**src/rtl/seq_mul_pkg.sv**
```systemverilog
// Shared definitions for the sequential shift-add multiplier.
package seq_mul_pkg;

  localparam int unsigned ST_W = 2;

  localparam logic [ST_W-1:0] ST_IDLE = 2'd0;
  localparam logic [ST_W-1:0] ST_CALC = 2'd1;
  localparam logic [ST_W-1:0] ST_DONE = 2'd2;

endpackage

```
**src/rtl/seq_mul_abs.sv**
```systemverilog
// Combinational two's-complement magnitude; -2^(W-1) maps to 2^(W-1) as unsigned.
module seq_mul_abs #(
  parameter int unsigned W = 16
) (
  input  logic [W-1:0] val,
  output logic [W-1:0] mag_c,
  output logic         neg_c
);

  assign neg_c = val[W-1];
  assign mag_c = neg_c ? W'(-val) : val;

endmodule

```
**src/rtl/seq_mul_gen.sv**
```systemverilog
// Radix-2 shift-add multiplier, signed/unsigned per operation, valid/ready on both
// sides, optional early exit once the remaining multiplier bits are zero.
module seq_mul_gen
  import seq_mul_pkg::*;
#(
  parameter int unsigned W          = 16,
  parameter bit          EARLY_EXIT = 1'b0
) (
  input  logic           clk,
  input  logic           reset,
  input  logic           in_valid,
  output logic           in_ready,
  input  logic           sgn,
  input  logic [W-1:0]   mul,
  input  logic [W-1:0]   b,
  output logic           out_valid,
  input  logic           out_ready,
  output logic [2*W-1:0] prod,
  output logic           busy
);

  localparam int unsigned P_W   = 2 * W;
  localparam int unsigned CNT_W = $clog2(W + 1);

  logic [ST_W-1:0]  state, state_nx;
  logic [P_W-1:0]   acc, acc_nx, mcand, mcand_nx, acc_add, prod_nx;
  logic [W-1:0]     mplier, mplier_nx, mplier_sh;
  logic [CNT_W-1:0] cnt, cnt_nx, cnt_dec;
  logic             neg, neg_nx, out_valid_nx, in_ready_nx, busy_nx, calc_done;

  logic [W-1:0] mul_mag, b_mag;
  logic         mul_neg, b_neg;

  seq_mul_abs #(.W(W)) u_abs_mul (.val(mul), .mag_c(mul_mag), .neg_c(mul_neg));
  seq_mul_abs #(.W(W)) u_abs_b   (.val(b),   .mag_c(b_mag),   .neg_c(b_neg));

  // State and datapath registers
  always_ff @(posedge clk or posedge reset) begin
    if (reset) begin
      state     <= ST_IDLE;
      acc       <= '0;
      mcand     <= '0;
      mplier    <= '0;
      cnt       <= '0;
      neg       <= 1'b0;
      prod      <= '0;
      out_valid <= 1'b0;
      in_ready  <= 1'b1;
      busy      <= 1'b0;
    end else begin
      state     <= state_nx;
      acc       <= acc_nx;
      mcand     <= mcand_nx;
      mplier    <= mplier_nx;
      cnt       <= cnt_nx;
      neg       <= neg_nx;
      prod      <= prod_nx;
      out_valid <= out_valid_nx;
      in_ready  <= in_ready_nx;
      busy      <= busy_nx;
    end
  end

  // Next-state and next-output logic
  always_comb begin
    state_nx     = state;
    acc_nx       = acc;
    mcand_nx     = mcand;
    mplier_nx    = mplier;
    cnt_nx       = cnt;
    neg_nx       = neg;
    prod_nx      = prod;
    out_valid_nx = out_valid;
    in_ready_nx  = in_ready;
    busy_nx      = busy;

    acc_add   = mplier[0] ? (acc + mcand) : acc;
    mplier_sh = mplier >> 1;
    cnt_dec   = cnt - CNT_W'(1);
    calc_done = (cnt_dec == '0) || (EARLY_EXIT && (mplier_sh == '0));

    case (state)
      ST_IDLE: begin
        if (in_valid) begin
          mplier_nx   = sgn ? mul_mag : mul;
          mcand_nx    = {{W{1'b0}}, (sgn ? b_mag : b)};
          neg_nx      = sgn & (mul_neg ^ b_neg);
          acc_nx      = '0;
          cnt_nx      = CNT_W'(W);
          in_ready_nx = 1'b0;
          busy_nx     = 1'b1;
          state_nx    = ST_CALC;
        end
      end
      ST_CALC: begin
        acc_nx    = acc_add;
        mcand_nx  = mcand << 1;
        mplier_nx = mplier_sh;
        cnt_nx    = cnt_dec;
        if (calc_done) begin
          prod_nx      = neg ? P_W'(-acc_add) : acc_add;
          out_valid_nx = 1'b1;
          state_nx     = ST_DONE;
        end
      end
      ST_DONE: begin
        if (out_ready) begin
          out_valid_nx = 1'b0;
          in_ready_nx  = 1'b1;
          busy_nx      = 1'b0;
          state_nx     = ST_IDLE;
        end
      end
      default: begin
        out_valid_nx = 1'b0;
        in_ready_nx  = 1'b1;
        busy_nx      = 1'b0;
        state_nx     = ST_IDLE;
      end
    endcase
  end

endmodule

```
**config.mk**
```make
export PLATFORM = sky130hd
export DESIGN_NAME = seq_mul_gen
export DESIGN_NICKNAME = d
export VERILOG_FILES = /design/src/rtl/seq_mul_pkg.sv /design/src/rtl/seq_mul_abs.sv /design/src/rtl/seq_mul_gen.sv
export SDC_FILE = /design/constraint.sdc
export NUM_CORES = 1
export LEC_CHECK = 0
export CAP_MARGIN = 20
export CORE_ASPECT_RATIO = 0.6
export CORE_MARGIN = 8
export CORE_UTILIZATION = 46
export CTS_CLUSTER_SIZE = 16
export DETAILED_ROUTE_END_ITERATION = 10
export HOLD_SLACK_MARGIN = 0.03
export PLACE_DENSITY = 0.67
export SLEW_MARGIN = 20
export SYNTH_ARGS = -nofsm -noshare
export SYNTH_HDL_FRONTEND = slang
export SYNTH_SLANG_ARGS = --single-unit
```
**constraint.sdc**
```tcl
create_clock -name clk -period 6.37 [get_ports clk]
set_clock_uncertainty 0.15 [all_clocks]
set_input_delay 1.274 -clock clk [delete_from_list [all_inputs] [get_ports clk]]
set_output_delay 1.274 -clock clk [all_outputs]
set_load 0.03 [all_outputs]
```
# Yosys cells after proc, flatten, opt, wreduce, memory -nomap -nowiden
# Cells that the tools add are included.
# classes
add_sub_neg	5
n_eq_ne	5
muxes	26
bitwise	4
n_reduce_logical	9
# op_table
cell	count
$mux W32	4
$pmux W32 S2	2
$mux W16	5
$add A32 B32 Y32	1
$neg A16 Y16	2
$neg A32 Y32	1
$pmux W16 S2	1
$pmux W5 S2	1
$pmux W1 S3	3
$reduce_and A3 Y1	3
$mux W2	3
$ne A2 B2 Y1 const B	3
$pmux W2 S3	1
$reduce_and A2 Y1	3
$logic_not A5 Y1	1
$mux W1	5
$mux W5	1
$sub A5 B1 Y5 const B	1
$eq A2 B1 Y1 const B	1
$eq A2 B2 Y1 const B	1
$logic_not A2 Y1	1
$not A1 Y1	2
$reduce_bool A2 Y1	1
$and A1 B1 Y1	1
$xor A1 B1 Y1	1
# totals
reg_bits	123
out_inout_bits	35

# Depth between registers and ports, before layout
# logic_depth
ltp_word	5
depth_mapped	17
depth_no_buf	13

# Hierarchy
# Synthesis repeated with hierarchy kept, for this count alone.
# hier_totals
hier_cells	1145
area_unflattened_um2	9372.7
# modules_own_cells
module	instances	cells_per_inst	area_per_inst_um2	seq_area_each_um2
seq_mul_gen	1	1041	8624.5	3079.2
seq_mul_abs	2	52	374.1	0.0

# Worst setup path before layout
# No wires, ideal clock.
# synth_path
path_type	reg-to-reg
from	register mplier[0]
to	register prod[30]
arrival_ps	4697
required_time_ps	6091
setup_slack_ps	1394
path_stages_with_launch	18
n_path_buf	6
period_less_slack_ps	4976
path_cell_list	dfrtp_1 clkbuf_1 buf_2 buf_1 clkbuf_1 clkbuf_1 buf_1 mux2i_1 ha_1 inv_1 a2111oi_4 o211ai_1 or3b_4 nand3b_4 or3b_4 o41ai_2 xnor2_1 o21ai_1
# synth_between
elab_chain_cells	3
# synth_lines
item	line	source
from (decl)	seq_mul_gen.sv:27	logic [W-1:0] mplier, mplier_nx, mplier_sh;
from (signal assigned)	seq_mul_gen.sv:54	mplier <= mplier_nx;
$mux W32 (*)	seq_mul_gen.sv:77	acc_add = mplier[0] ? (acc + mcand) : acc;
$neg A32 Y32	seq_mul_gen.sv:101	prod_nx = neg ? P_W'(-acc_add) : acc_add;
$mux W32 (*)	seq_mul_gen.sv:101	
to (signal assigned)	seq_mul_gen.sv:57	prod <= prod_nx;
to (decl)	seq_mul_gen.sv:18	output logic [2*W-1:0] prod,
# Every way passes the cells marked *; elsewhere a longest branch is shown, timed or not.
# A chain may end at the register's enable or synchronous reset.

# Worst setup path after layout
# layout_path
from	register acc[0]
to	register prod[31]
# layout_between
elab_chain_cells	4
# layout_lines
item	line	source
from (decl)	seq_mul_gen.sv:26	logic [P_W-1:0] acc, acc_nx, mcand, mcand_nx, acc_add, prod_nx;
from (signal assigned)	seq_mul_gen.sv:52	acc <= acc_nx;
$add A32 B32 Y32	seq_mul_gen.sv:77	
$mux W32 (*)	seq_mul_gen.sv:77	
$neg A32 Y32	seq_mul_gen.sv:101	
$mux W32 (*)	seq_mul_gen.sv:101	
# Marked as above.

==> impl_results.md <==
- CTS sink cnt: 123
- Avg Cell Area, Syn: 8.32 um^2
- CP arrival: 4580 ps
- Largest net degree at the start of global routing: 75
- Initial antenna violation count: 0
- Worst-Margin Slew: 734 ps
- WL/cell: 17.8 um
- I/O pins: 72
- Num CTS Buffers: 17
- CP required: 6550 ps
- Filler Cells Inserted: 1651
- Run status: finished clean
- Most common cell in the netlist: nand2_1
- Max-Cap Viols: 0
- Vias in the first global route: 7232
- Drt pass-1 iters: 5
- Setup TNS Final: 0 ps
- P_leak: 0.00414 uW
- Worst setup path class: reg2reg
- GR Overflow Total: 0
- Die span in y: 120 um
- Top cells by count, synth: nand2_1 (146), o21ai_0 (144), dfrtp_1 (122)
- Die Area: 0.0228 mm^2
- Final ANT Viol Nets: 0
- Via Count: 7626
- Fin. Hold Viols: 0
- Hold Startpoint: prod[18]$_DFFE_PP0P_
- Final net count: 1122
- Sequential cell area: 0.00308 mm^2
- Final WL: 23100 um
- Clock Tree Root: clkbuf_16
- Number of gates resized after cts: 0
- Ys async rst share: 100%
- Synth Flop Type: dfrtp_1
- Element type at the critical path end: register
- Post-synthesis cell count: 1003
- Initial core utilization: 46.6%
- Mapped Area: 0.00834 mm^2
- Hold Slack: 325 ps
- CORE AREA: 0.0179 mm^2
- Setup repair after global routing missed its margin: false
- Worst-Skew Late Latency: 420 ps
- Crit Path Max Fanout: 5
- Worst setup startpoint: acc[0]$_DFFE_PP0P_
- Synth top area share: 36.6%
- Sequential area share after synthesis: 36.9%
- # hold bufs at CTS: 0
- First-pass GRT wire length: 38600 um
- TritonCTS clock tree: yes
- Yosys reg bits: 123
- Setup slack after placement: 2100 ps
- Critical R2R Launch: acc[0]$_DFFE_PP0P_
- Number of setup buffers added after CTS: 0
- Area of the multi-input gates: 0.00500 mm^2
- Vias/cell: 5.86
- # rows: 38
- Largest area contributor in the netlist: dfrtp_1
- Reg clk slew, reported paths: 60 ps
- DPL Wire Length: 17100 um
- Antenna cells: 0
- Die Span X: 190 um
- Worst hold path class: reg2reg
- Startpoint types: register
- Power per Cell Area: 618 mW/mm^2
- Syn. warnings: 0
- Area grow syn2layout: 18.9%
- Final Slew Violations: 0
- Fmax: 0.227 GHz
- Final period utilization: 69.0%
- Worst setup margin: 1970 ps
- EDFF count, synth: 0
- Main area contributors after synthesis: dfrtp_1 (37%), o21ai_0 (8.6%), nand2_1 (6.6%)
- Worst vdd ir: 0.000245 V
- Slew Limit Headroom: 49.6%
- Port Buf Inserts: 71
- Syn nets: 1077
- CTS H-tree lvls: 4
- Layout cell share with drive strength beyond 1: 6.31%
- Count of cell types in the netlist: 72
- # DRC: 0
- Gr usage total: 20.8%
- Final setup vio count: 0
- Min Tclk post-route: 4400 ps
- Total power: 6140 uW
- Starting DRT DRC Count: 846
- Max Root-Sink Buffers: 2
- Placer Congestion: 0.935
metal layers:
layer	track usage, %	share of wire [%]	up-vias
li1	-	-	3740
met3	6.56	10	17
met5	0	0	-
met2	26.8	37	281
met1	32.5	52	3588
met4	4.67	0.79	0
cell type report:
class	count	share of cell area, %
Multi-Input combinational cell	805	50.4
Sequential cell	123	31.1
Tap cell	240	3.03
Clock buffer	21	4.64
Clock inverter	11	2.17
Timing Repair Buffer	81	7.92
Inverter	20	0.807
worst max-delay path: stages (launching register included):
cell      delay, ps
dfrtp_1         410
ha_1            270
fa_1            420
nand3_1         130
a211oi_1        120
o21ai_0         430
nand2_1         160
xor2_1          170
mux2i_1         590
nand4_1         350
nor3b_1         510
nand4b_1        170
and3_1          200
o31ai_1         210
report_power, final:
part	internal, uW	leakage [uW]	switching [uW]
registers	1130	0.00156	344
clock network	754	0.000327	354
logic	1330	0.00225	2220
total	3220	0.00414	2920
layout by cell type, fill, tap and decap left out, types with 9 or more instances in the layout:
master           synthesis  layout
o21ai_0                144     144
nor3_1                  25      25
buf_4                    0      10
a21o_1                  11      11
nor2_1                  55      54
xor2_1                  32      32
dfrtp_1                122     121
nand4_1                 10      10
clkdlybuf4s50_1          0      71
xnor2_1                 40      40
ha_1                    36      36
clkbuf_16                0      17
inv_1                   19      18
a21oi_1                 56      56
mux2i_1                 15      15
nand3_1                 46      46
nor2b_1                 12      11
or3_1                    9       9
nand2_1                146     145
a22oi_1                 28      28
a31oi_1                 10      10
o31ai_1                 14      14
registers in the layout (all words and copies together), names as in the netlist:
register   count
prod          32
busy           1
mplier        16
in_ready       1
mcand         32
neg            1
acc           32
cnt            5
out_valid      1
state          2
metrics by stage:
step,instance area (um^2),util (%),std cells
2_1_floorplan,8340,-,1003
3_3_place_gp,9240,51.6,1269
3_5_place_dp,9240,51.6,1269
4_1_cts,9920,55.3,1301
5_1_grt,9920,55.3,1301
6_report,9920,55.3,1301
worst paths after layout:
path                       cells past startpoint  slack (ps)                    to
max                                           13        1970  prod[31]$_DFFE_PP0P_
min                                            2         320  prod[18]$_DFFE_PP0P_
max reg2reg                                   13        1970  prod[31]$_DFFE_PP0P_
min reg2reg                                    2         320  prod[18]$_DFFE_PP0P_
max in group asynchronous                      3        4000  in_ready$_DFFE_PP1P_
min in group asynchronous                      2        1170   prod[5]$_DFFE_PP0P_
kinds of logic (layout without fill, tap and decap cells):
family	after synthesis	in the layout	synth area share (%)
adders and majority gates	37	37	5.64
DFF	123	123	36.9
AOI/OAI and AO/OA	335	335	25.1
xor gates and xnor gates	72	72	7.56
buffers and inverters	75	133	3.40
muxes	19	19	2.34
and+or+nand+nor	342	342	19.1
Note: power is estimated with default switching activity, not from simulation.
